--- src/rtl/dr_onehot_capture_pkg.sv ---
// dr_pkg: shared state type, sizes and one-hot helpers for the dual-rail capture stage
package dr_pkg;
   localparam int N_OUT = 16;
   localparam int IDX_W = 4;
   localparam int TMO   = 15;
   localparam int ERR_W = 8;
   typedef enum logic [1:0] {IDLE, PRECHARGE, EVAL, HOLD} state_t;
   function automatic logic [IDX_W-1:0] onehot_to_idx(input logic [N_OUT-1:0] v);
      logic [IDX_W-1:0] r;
      r = '0;
      for (int k = 0; k < N_OUT; k++) if (v[k]) r |= IDX_W'(k);
      return r;
   endfunction
   // clearing the lowest set bit leaves zero only for a single set bit
   function automatic logic popcount_is_one(input logic [N_OUT-1:0] v);
      return (v != '0) && ((v & (v - N_OUT'(1))) == '0);
   endfunction
endpackage

--- src/rtl/dr_onehot_capture_if.sv ---
// dr_onehot_capture_if: decoder rails, control and output handshake of the capture stage
// slave = capture block (drives pre/out_valid/idx/err/err_cnt/busy), master = its environment
interface dr_onehot_capture_if;
   import dr_pkg::*;
   logic             start;
   logic             out_ready;
   logic [N_OUT-1:0] y_t;
   logic [N_OUT-1:0] y_f;
   logic             pre;
   logic             out_valid;
   logic [IDX_W-1:0] idx_t;
   logic [IDX_W-1:0] idx_f;
   logic             err;
   logic [ERR_W-1:0] err_cnt;
   logic             busy;
   modport master (output start, out_ready, y_t, y_f,
                   input  pre, out_valid, idx_t, idx_f, err, err_cnt, busy);
   modport slave  (input  start, out_ready, y_t, y_f,
                   output pre, out_valid, idx_t, idx_f, err, err_cnt, busy);
endinterface

--- src/rtl/dr_completion_detect.sv ---
// dr_completion_detect: combinational spacer/completion/clash/one-hot detection and index encode
// in: i_y_t/i_y_f rails; out: o_spacer, o_complete, o_clash, o_onehot_ok, o_idx
module dr_completion_detect #(
   parameter int N_OUT = dr_pkg::N_OUT,
   parameter int IDX_W = $clog2(N_OUT)
) (
   input  logic [N_OUT-1:0] i_y_t,
   input  logic [N_OUT-1:0] i_y_f,
   output logic             o_spacer,
   output logic             o_complete,
   output logic             o_clash,
   output logic             o_onehot_ok,
   output logic [IDX_W-1:0] o_idx
);
   localparam int PW = dr_pkg::N_OUT;
   // narrower instances zero-extend into the package helpers' width
   logic [PW-1:0] w_ext;
   assign w_ext       = PW'(i_y_t);
   assign o_spacer    = (i_y_t == '0) && (i_y_f == '0);
   assign o_complete  = &(i_y_t ^ i_y_f);
   assign o_clash     = |(i_y_t & i_y_f);
   assign o_onehot_ok = dr_pkg::popcount_is_one(w_ext);
   assign o_idx       = IDX_W'(dr_pkg::onehot_to_idx(w_ext));
endmodule

--- src/rtl/dr_onehot_capture.sv ---
// dr_onehot_capture: sequences decoder precharge/eval, captures a one-hot result as a dual-rail index
// in: clk, rst (async, active-high), bus.slave (start, y_t/y_f, out_ready)
// out: bus.slave (pre, out_valid, idx_t/idx_f, err, err_cnt, busy), all registered
module dr_onehot_capture
   import dr_pkg::*;
(
   input  logic           clk,
   input  logic           rst,
   dr_onehot_capture_if.slave bus
);
   localparam int TW = $clog2(TMO + 1);
   state_t           r_state, w_state_n;
   logic [TW-1:0]    r_timer, w_timer_n;
   logic             r_pre, r_valid, r_err, r_busy;
   logic [IDX_W-1:0] r_idx_t, r_idx_f;
   logic [ERR_W-1:0] r_err_cnt;
   logic             w_spacer, w_complete, w_clash, w_onehot_ok, w_tmo;
   logic             w_err_n, w_load, w_clear;
   logic [IDX_W-1:0] w_idx;
   dr_completion_detect #(.N_OUT(N_OUT), .IDX_W(IDX_W)) u_cd (
      .i_y_t(bus.y_t), .i_y_f(bus.y_f), .o_spacer(w_spacer), .o_complete(w_complete),
      .o_clash(w_clash), .o_onehot_ok(w_onehot_ok), .o_idx(w_idx)
   );
   assign w_tmo = r_timer == TW'(TMO);
   always_comb begin
      w_state_n = r_state;
      w_err_n   = 1'b0;
      w_load    = 1'b0;
      w_clear   = 1'b0;
      case (r_state)
         IDLE:      if (bus.start) w_state_n = PRECHARGE;
         PRECHARGE: if (w_spacer) w_state_n = EVAL;
                    else if (w_tmo) begin
                       w_err_n   = 1'b1;
                       w_state_n = IDLE;
                    end
         EVAL:      if (w_clash || (w_complete && !w_onehot_ok) || (!w_complete && w_tmo)) begin
                       w_err_n   = 1'b1;
                       w_state_n = IDLE;
                    end else if (w_complete) begin
                       w_load    = 1'b1;
                       w_state_n = HOLD;
                    end
         // out_valid is always set in HOLD, so out_ready alone completes the handshake
         HOLD:      if (bus.out_ready) begin
                       w_clear   = 1'b1;
                       w_state_n = bus.start ? PRECHARGE : IDLE;
                    end
         default:   w_state_n = IDLE;
      endcase
      w_timer_n = (w_state_n == r_state && (r_state == PRECHARGE || r_state == EVAL)) ?
                  r_timer + TW'(1) : '0;
   end
   always_ff @(posedge clk or posedge rst) begin
      if (rst) begin
         r_state   <= IDLE;
         r_timer   <= '0;
         r_pre     <= 1'b1;
         r_valid   <= 1'b0;
         r_idx_t   <= '0;
         r_idx_f   <= '0;
         r_err     <= 1'b0;
         r_err_cnt <= '0;
         r_busy    <= 1'b0;
      end else begin
         r_state   <= w_state_n;
         r_timer   <= w_timer_n;
         r_pre     <= w_state_n != EVAL;
         r_busy    <= w_state_n != IDLE;
         r_err     <= w_err_n;
         r_err_cnt <= (w_err_n && r_err_cnt != '1) ? r_err_cnt + ERR_W'(1) : r_err_cnt;
         r_valid   <= w_load ? 1'b1 : (w_clear ? 1'b0 : r_valid);
         r_idx_t   <= w_load ? w_idx : (w_clear ? '0 : r_idx_t);
         r_idx_f   <= w_load ? ~w_idx : (w_clear ? '0 : r_idx_f);
      end
   end
   assign bus.pre       = r_pre;
   assign bus.out_valid = r_valid;
   assign bus.idx_t     = r_idx_t;
   assign bus.idx_f     = r_idx_f;
   assign bus.err       = r_err;
   assign bus.err_cnt   = r_err_cnt;
   assign bus.busy      = r_busy;
endmodule

--- src/flat_wrapper.sv ---
// flat-port wrapper written by rule: the top's interface ports become plain ports
module dr_onehot_capture_flat import dr_pkg::*;
  (clk, rst, bus_start, bus_out_ready, bus_y_t, bus_y_f, bus_pre, bus_out_valid, bus_idx_t, bus_idx_f, bus_err, bus_err_cnt, bus_busy);
  dr_onehot_capture_if bus_i ();
  input  logic clk;
  input  logic rst;
  input wire logic [$bits(bus_i.start)-1:0] bus_start;
  input wire logic [$bits(bus_i.out_ready)-1:0] bus_out_ready;
  input wire logic [$bits(bus_i.y_t)-1:0] bus_y_t;
  input wire logic [$bits(bus_i.y_f)-1:0] bus_y_f;
  output wire logic [$bits(bus_i.pre)-1:0] bus_pre;
  output wire logic [$bits(bus_i.out_valid)-1:0] bus_out_valid;
  output wire logic [$bits(bus_i.idx_t)-1:0] bus_idx_t;
  output wire logic [$bits(bus_i.idx_f)-1:0] bus_idx_f;
  output wire logic [$bits(bus_i.err)-1:0] bus_err;
  output wire logic [$bits(bus_i.err_cnt)-1:0] bus_err_cnt;
  output wire logic [$bits(bus_i.busy)-1:0] bus_busy;
  assign bus_i.start = bus_start;
  assign bus_i.out_ready = bus_out_ready;
  assign bus_i.y_t = bus_y_t;
  assign bus_i.y_f = bus_y_f;
  assign bus_pre = bus_i.pre;
  assign bus_out_valid = bus_i.out_valid;
  assign bus_idx_t = bus_i.idx_t;
  assign bus_idx_f = bus_i.idx_f;
  assign bus_err = bus_i.err;
  assign bus_err_cnt = bus_i.err_cnt;
  assign bus_busy = bus_i.busy;
  dr_onehot_capture u_core (.clk(clk), .rst(rst), .bus(bus_i));
endmodule
--- config.mk ---
export PLATFORM = sky130hd
export DESIGN_NAME = dr_onehot_capture_flat
export DESIGN_NICKNAME = d
export VERILOG_FILES = /design/src/rtl/dr_onehot_capture_pkg.sv /design/src/rtl/dr_onehot_capture_if.sv /design/src/rtl/dr_completion_detect.sv /design/src/rtl/dr_onehot_capture.sv /design/src/flat_wrapper.sv
export SDC_FILE = /design/constraint.sdc
export NUM_CORES = 1
export LEC_CHECK = 0
export CAP_MARGIN = 20
export CORE_MARGIN = 3
export CORE_UTILIZATION = 30
export CTS_BUF_LIST = sky130_fd_sc_hd__clkbuf_2
export DETAILED_ROUTE_END_ITERATION = 8
export GPL_TIMING_DRIVEN = 0
export SLEW_MARGIN = 10
export SYNTH_ARGS = -nofsm -noshare
export SYNTH_HDL_FRONTEND = slang
export SYNTH_SLANG_ARGS = --single-unit
--- constraint.sdc ---
create_clock -name clk -period 3 [get_ports clk]
set_clock_uncertainty 0.15 [all_clocks]
set_input_delay 0.45 -clock clk [delete_from_list [all_inputs] [get_ports clk]]
set_output_delay 0.45 -clock clk [all_outputs]
set_load 0.03 [all_outputs]
======== Word level (Yosys, flattened, before mapping) ========
Index checks and enable logic that the tools add are counted.
word-level totals
  flip-flop bits (word level) ............. 26
  latch bits .............................. 0
  bits in writable memories ............... 0
  memory bits (read-only) ................. 0
  input bits .............................. 36
  output and inout bits ................... 20
  logic and storage cells ................. 81
  memories kept ........................... 0
cells by class
  add/sub/neg operators ................... 3
  $mul .................................... 0
  div/mod/pow operators ................... 0
  $lt $le $gt $ge ......................... 0
  equal/unequal tests ..................... 7
  shift operators ......................... 0
  mux-type cells .......................... 38
  bitwise gates (word level) .............. 4
  reductions and logical operators ........ 20
operator list
  operator                                                               number
  16-bit logical NOT                                                     3
  4-bit two-way mux                                                      12
  16-bit bitwise AND                                                     2
  2-bit two-way mux                                                      8
  16-bit AND reduction                                                   1
  16-bit nonzero test                                                    1
  16-bit OR reduction                                                    1
  16-bit by 1-bit subtractor with 16-bit output (second input constant)  1
  16-bit bitwise XOR                                                     1
  1-bit two-way mux                                                      12
  3-bit two-way mux                                                      4
  8-bit by 1-bit adder with 8-bit output (second input constant)         1
  8-bit != test (second input constant)                                  1
  2-bit one-hot mux with 4 select lines                                  1
  1-bit logical AND                                                      6
  4-bit by 1-bit adder with 4-bit output (second input constant)         1
  2-bit == test (second input constant)                                  2
  4-bit == test (second input constant)                                  1
  4-bit inverter                                                         1
  2-bit nonzero test                                                     2
  1-bit logical OR                                                       3
  2-bit by 1-bit == test with 1-bit output (second input constant)       1
  2-bit == test                                                          1
  1-bit logical NOT                                                      2
  3 further kinds                                                        3

======== Depth between registers and ports, before layout ========
Gate-level depths: netlist (run 1).
  word-level depth ........................ 17
  depth in mapped cells ................... 10
  depth with buffers taken out ............ 10

======== Cells and area by module ========
From an unflattened synthesis (run 1), not the netlist that was laid out.
unflattened totals
  cells, all modules ...................... 203
  area total of the unflattened synthesis .. 1904.3 µm²
modules (own cells, without submodules)
  module                instances  cells each  area each (µm²)  sequential area each (µm²)
  dr_onehot_capture     1          129         1327.5           651.9
  dr_completion_detect  1          74          576.8            0.0

======== Worst setup path before layout (run 1) ========
Ideal clock, no wire load.
  path type ............................... in2reg
  start ................................... in bus_y_t[12]
  end ..................................... reg u_core.r_err_cnt[1], in the netlist u_core.bus.err_cnt[1]
  library setup time ...................... 125 ps
  arrival time ............................ 2481 ps
  data required time ...................... 2725 ps
  setup slack ............................. 244 ps
  stages .................................. 7
  buffers on the path ..................... 0
  path through ............................ or3_4 > or4_4 > o21ai_1 > nor3b_2 > o211ai_2 > a211oi_4 > mux2_2
on the way
  word-level cells in the longest chain between the ends .. 11
  elaborated cells between the ends (all ways) .. 21
  those cells by class .................... add/sub (1); mux (3); bitwise (3); reduce/logical (14)
ends and longest elaborated chain
  what                                           RTL line                     RTL
  start, declared                                flat_wrapper.sv:9            input wire logic [$bits(bus_i.y_t)-1:0] bus_y_t;
  16-bit by 1-bit subtractor with 16-bit output  dr_onehot_capture_pkg.sv:16  return (v != '0) && ((v & (v - N_OUT'(1))) == '0);
  16-bit bitwise AND                             dr_onehot_capture_pkg.sv:16
  16-bit logical NOT                             dr_onehot_capture_pkg.sv:16
  1-bit logical AND                              dr_onehot_capture_pkg.sv:16
  1-bit logical NOT                              dr_onehot_capture.sv:37      EVAL: if (w_clash || (w_complete && !w_onehot_ok) || (!w_complete && w_tmo)) begin
  1-bit logical AND                              dr_onehot_capture.sv:37
  1-bit logical OR (2 in series)                 dr_onehot_capture.sv:37
  1-bit two-way mux                              dr_onehot_capture.sv:37
  1-bit one-hot mux with 2 select lines (*)      dr_onehot_capture.sv:30      case (r_state)
  1-bit logical AND (*)                          dr_onehot_capture.sv:71      r_err_cnt <= (w_err_n && r_err_cnt != '1) ? r_err_cnt + ERR_W'(1) : r_err_cnt;
  end signal, assigned                           dr_onehot_capture.sv:71
  end, declared                                  dr_onehot_capture.sv:16      logic [ERR_W-1:0] r_err_cnt;
Every way passes the cells marked *; elsewhere a longest branch is shown, timed or not.
A chain may end at the register's enable or synchronous reset.

======== Final worst setup path (run 1) ========
  start ................................... in bus_y_t[12]
  end ..................................... reg u_core.r_err_cnt[6], in the netlist u_core.bus.err_cnt[6]
Same word-level chain as after synthesis.

==> impl_metrics.csv, run 1 <==
group,metric,value,unit
yosys,avgSynthCellArea,9.390,sq um
timing,setup_slack,36.99,ps
global_routing,grt_pass1_wl,8431,microns
global_routing,grt_overflow_total,0,
hold_path,hold_class,"input port to asynchronous set/reset pin",
placed_design,portBuffers,55,
clock_tree,clockRootBuffer,"clkbuf_2",
detailed_routing,initialDrtViolationCount,70,
global_routing,busiest_layer,"met2",
timing,hold_viol,0,
yosys,ys.flop_type,"dfrtp_1",
floorplanning,ios,56,
critical_path,crit_arrival,3090,ps
power,power.leakage,1.104,nW
global_routing,grt_max_degree,27,
timing,fmax,0.3375,GHz
clock_tree,cts_sinks,26,
yosys,ys_seq_elements,26,
clock_tree,htree_levels,1,
timing,worstMarginPinSlew,495.9,ps
critical_path,crit_path_start_kind,"input port",
status,outcome,"completed",
critical_path,required,3130,ps
final_layout,fillCellCount,594,
placed_design,place_ws,-960.6,ps
global_routing,use_met1,19.71,%
power,irDropWorstVdd,0.4172,mV
timing,period_minus_slack,2963,ps
final_layout,fin_nets,322,
critical_path,criticalPathCategory,"input port to flop",
global_routing,grt_pass1_vias,1738,
floorplanning,rows,28,
detailed_routing,drtAntennaViolNets,0,
placed_design,gp_congestion,0.8550,
yosys,synth_area,0.001859,sq mm
power,p_per_area,535.1,mW/mm^2
timing,finalSetupViolCount,0,
global_routing,met3_usage,2.552,%
final_layout,post-route-util,44.54,%
timing,maxSlewHeadroom,66.91,%
clock_tree,clkTransAtPathRegs,240,ps
detailed_routing,wirelength,4894,microns
detailed_routing,dr.pass1.iters,4,
critical_path,crit_fanout,4,
global_routing,grtUsageMet2,23.13,%
final_layout,drive_gt1_share,12.93,%
floorplanning,dieArea,0.007178,sq mm
floorplanning,die-width,84.73,microns
yosys,yosysSeqAreaShare,35.06,%
global_routing,antenna_found_initial,0,
detailed_routing,via_count,1715,
job,max-cap-violations,0,
clock_tree,cts_tree,"yes",
timing,finalMaxSlewViolations,0,
critical_path,end_kind,"flop",
detailed_routing,vias_per_cell,5.074,
detailed_routing,post_drt_wl_per_cell,14.48,microns
yosys,synth_cell_type_count,49,
timing,min_period_over_period,98.77,%
clock_tree,cts_made_buffers,3,
placed_design,dpl.hpwl,3935,microns
floorplanning,initial_utilization,31.22,%
final_layout,area_growth,42.66,%
final_layout,antennaDiodeCount,0,
timing,rsz0062_at_grt,"yes",
clock_tree,clock_latency,340,ps
global_routing,grtUsageTotal,14.11,%
yosys,syn_inst,198,
yosys,synth_edf_count,0,
detailed_routing,drc_errors,0,
final_layout,multi_input_area,0.001200,sq mm
clock_tree,clockBufferDepth,2,
yosys,synthArstFlopShare,100.0,%
floorplanning,coreArea,0.005956,sq mm
yosys,yosysWarnings,0,
final_layout,ff_latch_area,651.9,sq um
yosys,postSynthNetCount,256,
floorplanning,die_y,84.73,microns
==> metrics by stage <==
stage / instance area [sq um] / std cells / setup TNS [ps] / power [mW] / hold WS [ps]
detailed placement: 2504 / 328 / -19690 / 1.175 / 307.9
global route: 2653 / 338 / -302.6 / 1.532 / 223.3
global placement: 2504 / 328 / -18570 / 1.171 / 300.9
CTS: 2601 / 335 / 0 / 1.425 / 351.8
finish: 2653 / 338 / 0 / 1.419 / 246.5
floorplan: 1859 / 198 / 0 / 0.9303 / 283.1
==> logic make-up after synthesis <==
family,Yosys count,share of synthesized area [%]
buffers and inverters,10,2.422
adder cells (fa/ha/maj),24,15.88
AO/OA/AOI/OAI,38,14.27
XOR/XNOR,7,3.298
AND/OR/NAND/NOR,91,27.93
multiplexers,2,1.144
flip-flops,26,35.06
==> critical path: stages <==
cell and delay [ps]:
clkdlybuf4s50_1 490, or3_4 430, or4_4 440, o21ai_1 140
nor3b_2 280, o211ai_2 160, a211oi_4 280, buf_4 170
nand4_1 110, xnor2_1 140
==> power breakdown <==
group	switching (mW)	internal [mW]
Combinational	0.398	0.319
Clock	0.0989	0.115
Sequential	0.0649	0.423
Total	0.562	0.857
==> final timing paths <==
check	from	endpoint	slack, ps	cells after the start
worst min register to register	u_core.r_timer[0]$_DFF_PP0_	u_core.r_timer[0]$_DFF_PP0_	350	1
worst max-delay path	bus_y_t[12]	u_core.bus.err_cnt[6]$_DFFE_PP0P_	40	10
min in group clk	u_core.r_timer[0]$_DFF_PP0_	u_core.r_timer[0]$_DFF_PP0_	350	1
worst min-delay path	rst	u_core.r_timer[3]$_DFF_PP0_	250	2
max in group asynchronous	rst	u_core.bus.err_cnt[2]$_DFFE_PP0P_	2020	3
worst max register to register	u_core.r_state[0]$_DFF_PP0_	u_core.bus.err_cnt[6]$_DFFE_PP0P_	570	8
==> synth_stat cells, types with 3 or more instances <==
cell type  count  area share [%]
nand3_1       18             4.8
dfrtp_1       25              34
a31oi_1        4             1.3
nor2_1        11             2.2
and3_2         3             1.2
nor4_1        16             5.4
ha_1          22              15
o21ai_0       10             2.7
a21oi_1        7             1.9
nand2_1       16             3.2
inv_1          8             1.6
nand4_1        9             3.0
xnor2_1        5             2.4
==> registers in the layout (all words and copies together), names as in the netlist <==
register	cells
u_core.r_state	2
u_core.bus.err	1
u_core.bus.busy	1
u_core.bus.pre	1
u_core.r_timer	4
u_core.bus.idx_f	4
u_core.bus.idx_t	4
u_core.bus.out_valid	1
u_core.bus.err_cnt	8
==> layer usage <==
layer | wire length [microns] | vias up
met5 | 0 | -
met4 | 46 | 0
met3 | 162 | 4
met2 | 2384 | 29
met1 | 2300 | 793
li1 | - | 889
==> area by class of cell <==
type                            instances  area share (%)
Sequential cell                        26           24.58
Timing Repair Buffer                   61           23.21
Clock inverter                          1           1.132
Inverter                                8           1.132
Clock buffer                            3          0.5660
Tap cell                               75           3.538
Buffer                                  2          0.6132
Multi-Input combinational cell        162           45.24
==> what timing repair did <==
action | CTS | global route
hold buffers | 0 | 0
setup endpoints to repair | 26 | 21
buffers inserted | 3 | 2
pin swaps | 2 | 1
resized for setup | 5 | 6
==> cell usage in the layout, fill, tap and decap left out, types with 2 or more instances in the layout <==
cell type | Yosys | routed
clkdlybuf4s50_1 | 0 | 55
dfrtp_1 | 25 | 25
ha_1 | 22 | 22
nand3_1 | 18 | 18
nand2_1 | 16 | 16
nor4_1 | 16 | 13
nor2_1 | 11 | 10
nand4_1 | 9 | 9
o21ai_0 | 10 | 9
inv_1 | 8 | 8
a21oi_1 | 7 | 7
xnor2_1 | 5 | 5
buf_4 | 0 | 5
a31oi_1 | 4 | 4
and3_2 | 3 | 3
clkbuf_2 | 0 | 3
or2b_2 | 2 | 2
o21ai_1 | 1 | 2
maj3_1 | 2 | 2
o21a_1 | 2 | 2
nor4_2 | 0 | 2
o211ai_1 | 2 | 2
or3_2 | 2 | 2
and3_1 | 2 | 2
nand2b_1 | 2 | 2
xor2_1 | 2 | 2
Note: power is estimated with default switching activity, not from simulation.
==> run 2, diff against run 1 <==
--- a/config.mk
+++ b/config.mk
@@ -11,7 +11,8 @@
 export CTS_BUF_LIST = sky130_fd_sc_hd__clkbuf_2
 export DETAILED_ROUTE_END_ITERATION = 8
 export GPL_TIMING_DRIVEN = 0
-export SLEW_MARGIN = 10
+export PLACE_DENSITY = 0.53
+export SLEW_MARGIN = 0
 export SYNTH_ARGS = -nofsm -noshare
 export SYNTH_HDL_FRONTEND = slang
 export SYNTH_SLANG_ARGS = --single-unit
==> impl_metrics.csv, run 2 (same netlist as run 1, synthesis figures left out) <==
group,metric,value,unit
status,outcome,"completed",
detailed_routing,dr.pass1.iters,4,
placed_design,placed_cell_area,0.002504,sq mm
global_routing,grt_pass1_wl,8059,microns
clock_tree,cts_tree,"yes",
critical_path,end_kind,"flop",
detailed_routing,initialDrtViolationCount,104,
final_layout,final_cell_mix,"50 x clkdlybuf4s50_1, 25 x dfrtp_1, 22 x ha_1",
timing,finalSetupViolCount,0,
placed_design,place_ws,-881.2,ps
critical_path,path_delay_family,"simple AND/OR/NAND/NOR gates",
global_routing,grtUsageTotal,13.73,%
placed_design,gp_congestion,0.7998,
global_routing,grt_pass1_vias,1554,
power,p_per_area,504.0,mW/mm^2
detailed_routing,via_count,1759,
timing,finalMaxSlewViolations,0,
clock_tree,postCtsHoldBufs,0,
clock_tree,cts_sinks,26,
final_layout,fin_nets,321,
critical_path,crit_slowest_cell,"clkdlybuf4s50_1",
critical_path,crit_arrival,2950,ps
detailed_routing,drc_errors,0,
detailed_routing,vias_per_cell,5.220,
floorplanning,ios,56,
floorplanning,initial_utilization,31.22,%
global_routing,antenna_found_initial,0,
floorplanning,dieArea,0.007178,sq mm
critical_path,required,3120,ps
timing,fmax,0.3530,GHz
final_layout,fillCellCount,615,
final_layout,post-route-util,45.00,%
placed_design,portBuffers,55,
floorplanning,rows,28,
clock_tree,clock_latency,350,ps
clock_tree,clockRootBuffer,"clkbuf_2",
final_layout,final_common_cell,"clkdlybuf4s50_1",
floorplanning,die_y,84.73,microns
final_layout,postLayoutCellArea,0.002680,sq mm
final_layout,drive_gt1_share,13.74,%
floorplanning,die-width,84.73,microns
final_layout,area_growth,44.15,%
detailed_routing,post_drt_wl_per_cell,15.07,microns
clock_tree,cts_made_buffers,3,
timing,maxSlewHeadroom,61.54,%
critical_path,cp_cell_sequence,"clkdlybuf4s50_1 > ha_1 > nand4_1 > nor4_4 > and4b_2 > o211ai_1 > o211ai_2 > a211oi_4 > buf_4 > mux2_2",
timing,hold_viol,0,
timing,setup_slack,167.1,ps
critical_path,criticalPathCategory,"input port to flop",
placed_design,dpl.hpwl,4080,microns
power,power.leakage,1.144,nW
power,irDropWorstVdd,0.3138,mV
critical_path,rr_worst_depth,7,
hold_path,hold_class,"input port to asynchronous set/reset pin",
critical_path,crit_path_start_kind,"input port",
clock_tree,clkTransAtPathRegs,230,ps
final_layout,antennaDiodeCount,0,
critical_path,cp_num_cells,10,
global_routing,grt_max_degree,27,
final_layout,largest_reg_flops,8,
job,max-cap-violations,0,
clock_tree,htree_levels,1,
critical_path,cpPeakStageDelay,530,ps
critical_path,crit_fanout,7,
global_routing,grt_overflow_total,0,
floorplanning,coreArea,0.005956,sq mm
timing,worstMarginPinSlew,575.5,ps
critical_path,cp_num_buf_inv,2,
timing,min_period_over_period,94.43,%
timing,period_minus_slack,2833,ps
timing,finalSetupTns,0,ps
detailed_routing,drtAntennaViolNets,0,
detailed_routing,wirelength,5078,microns
clock_tree,clockBufferDepth,2,
==> run 2: stage by stage <==
| step | hold slack (ps) | power, mW | cells |
|---|---|---|---|
| after global placement | 306.5 | 1.185 | 328 |
| after global routing | 187.4 | 1.455 | 337 |
| after CTS | 336.8 | 1.349 | 335 |
| after floorplan | 283.1 | 0.9303 | 198 |
| after detailed placement | 309.0 | 1.185 | 328 |
| final | 205.0 | 1.351 | 337 |
==> run 2: path summary, 6_finish.rpt <==
path | startpoint | endpoint | slack (ps)
worst max-delay path | bus_y_t[11] | u_core.bus.err_cnt[1]$_DFFE_PP0P_ | 170
worst min-delay path | rst | u_core.bus.err_cnt[1]$_DFFE_PP0P_ | 200
worst max register to register | u_core.r_state[0]$_DFF_PP0_ | u_core.bus.err_cnt[1]$_DFFE_PP0P_ | 520
worst min register to register | u_core.r_timer[0]$_DFF_PP0_ | u_core.r_timer[0]$_DFF_PP0_ | 330
max in group asynchronous | rst | u_core.bus.idx_f[2]$_DFFE_PP0P_ | 2070
min in group clk | u_core.r_timer[0]$_DFF_PP0_ | u_core.r_timer[0]$_DFF_PP0_ | 330
==> run 2: final cells by class <==
| cell class | count | area (sq um) | share of cell area (%) |
|---|---|---|---|
| repair buffers | 60 | 620.6 | 23.16 |
| inverters | 8 | 30.03 | 1.120 |
| multi-input cells | 162 | 1249 | 46.59 |
| well taps | 75 | 93.84 | 3.501 |
| clock buffers | 3 | 15.01 | 0.5602 |
| plain buffers | 2 | 16.27 | 0.6069 |
| flip-flops and latches | 26 | 651.9 | 24.32 |
| clock inverters | 1 | 3.754 | 0.1401 |
==> run 2: worst reg2reg max path, cell delays in order, from the launching register on <==
cell and delay (ps):
dfrtp_1 510, inv_1 160, ha_1 170, clkdlybuf4s50_2 580
o211ai_2 140, a211oi_4 230, buf_4 160, mux2_2 320
==> run 2: what timing repair did <==
| action | 4_1_cts | 5_1_grt |
|---|---|---|
| gates resized for setup | 6 | 17 |
| pin swaps | 2 | 1 |
| setup buffers | 3 | 1 |
| setup endpoints to repair | 25 | 25 |
==> run 2: power by group <==
group	internal, mW	switching (mW)	total (mW)	leakage, nW
logic	0.324	0.402	0.726	0.783
clock network	0.0289	0.106	0.135	0.0140
registers	0.423	0.0663	0.490	0.347
total	0.776	0.575	1.35	1.14
==> run 2: layer usage <==
layer | up-vias | wire, microns | GRT usage [%]
li1 | 890 | - | -
met4 | 0 | 31 | 1.295
met2 | 37 | 2433 | 21.57
met1 | 828 | 2391 | 20.60
met5 | - | 0 | 0
met3 | 4 | 221 | 2.159
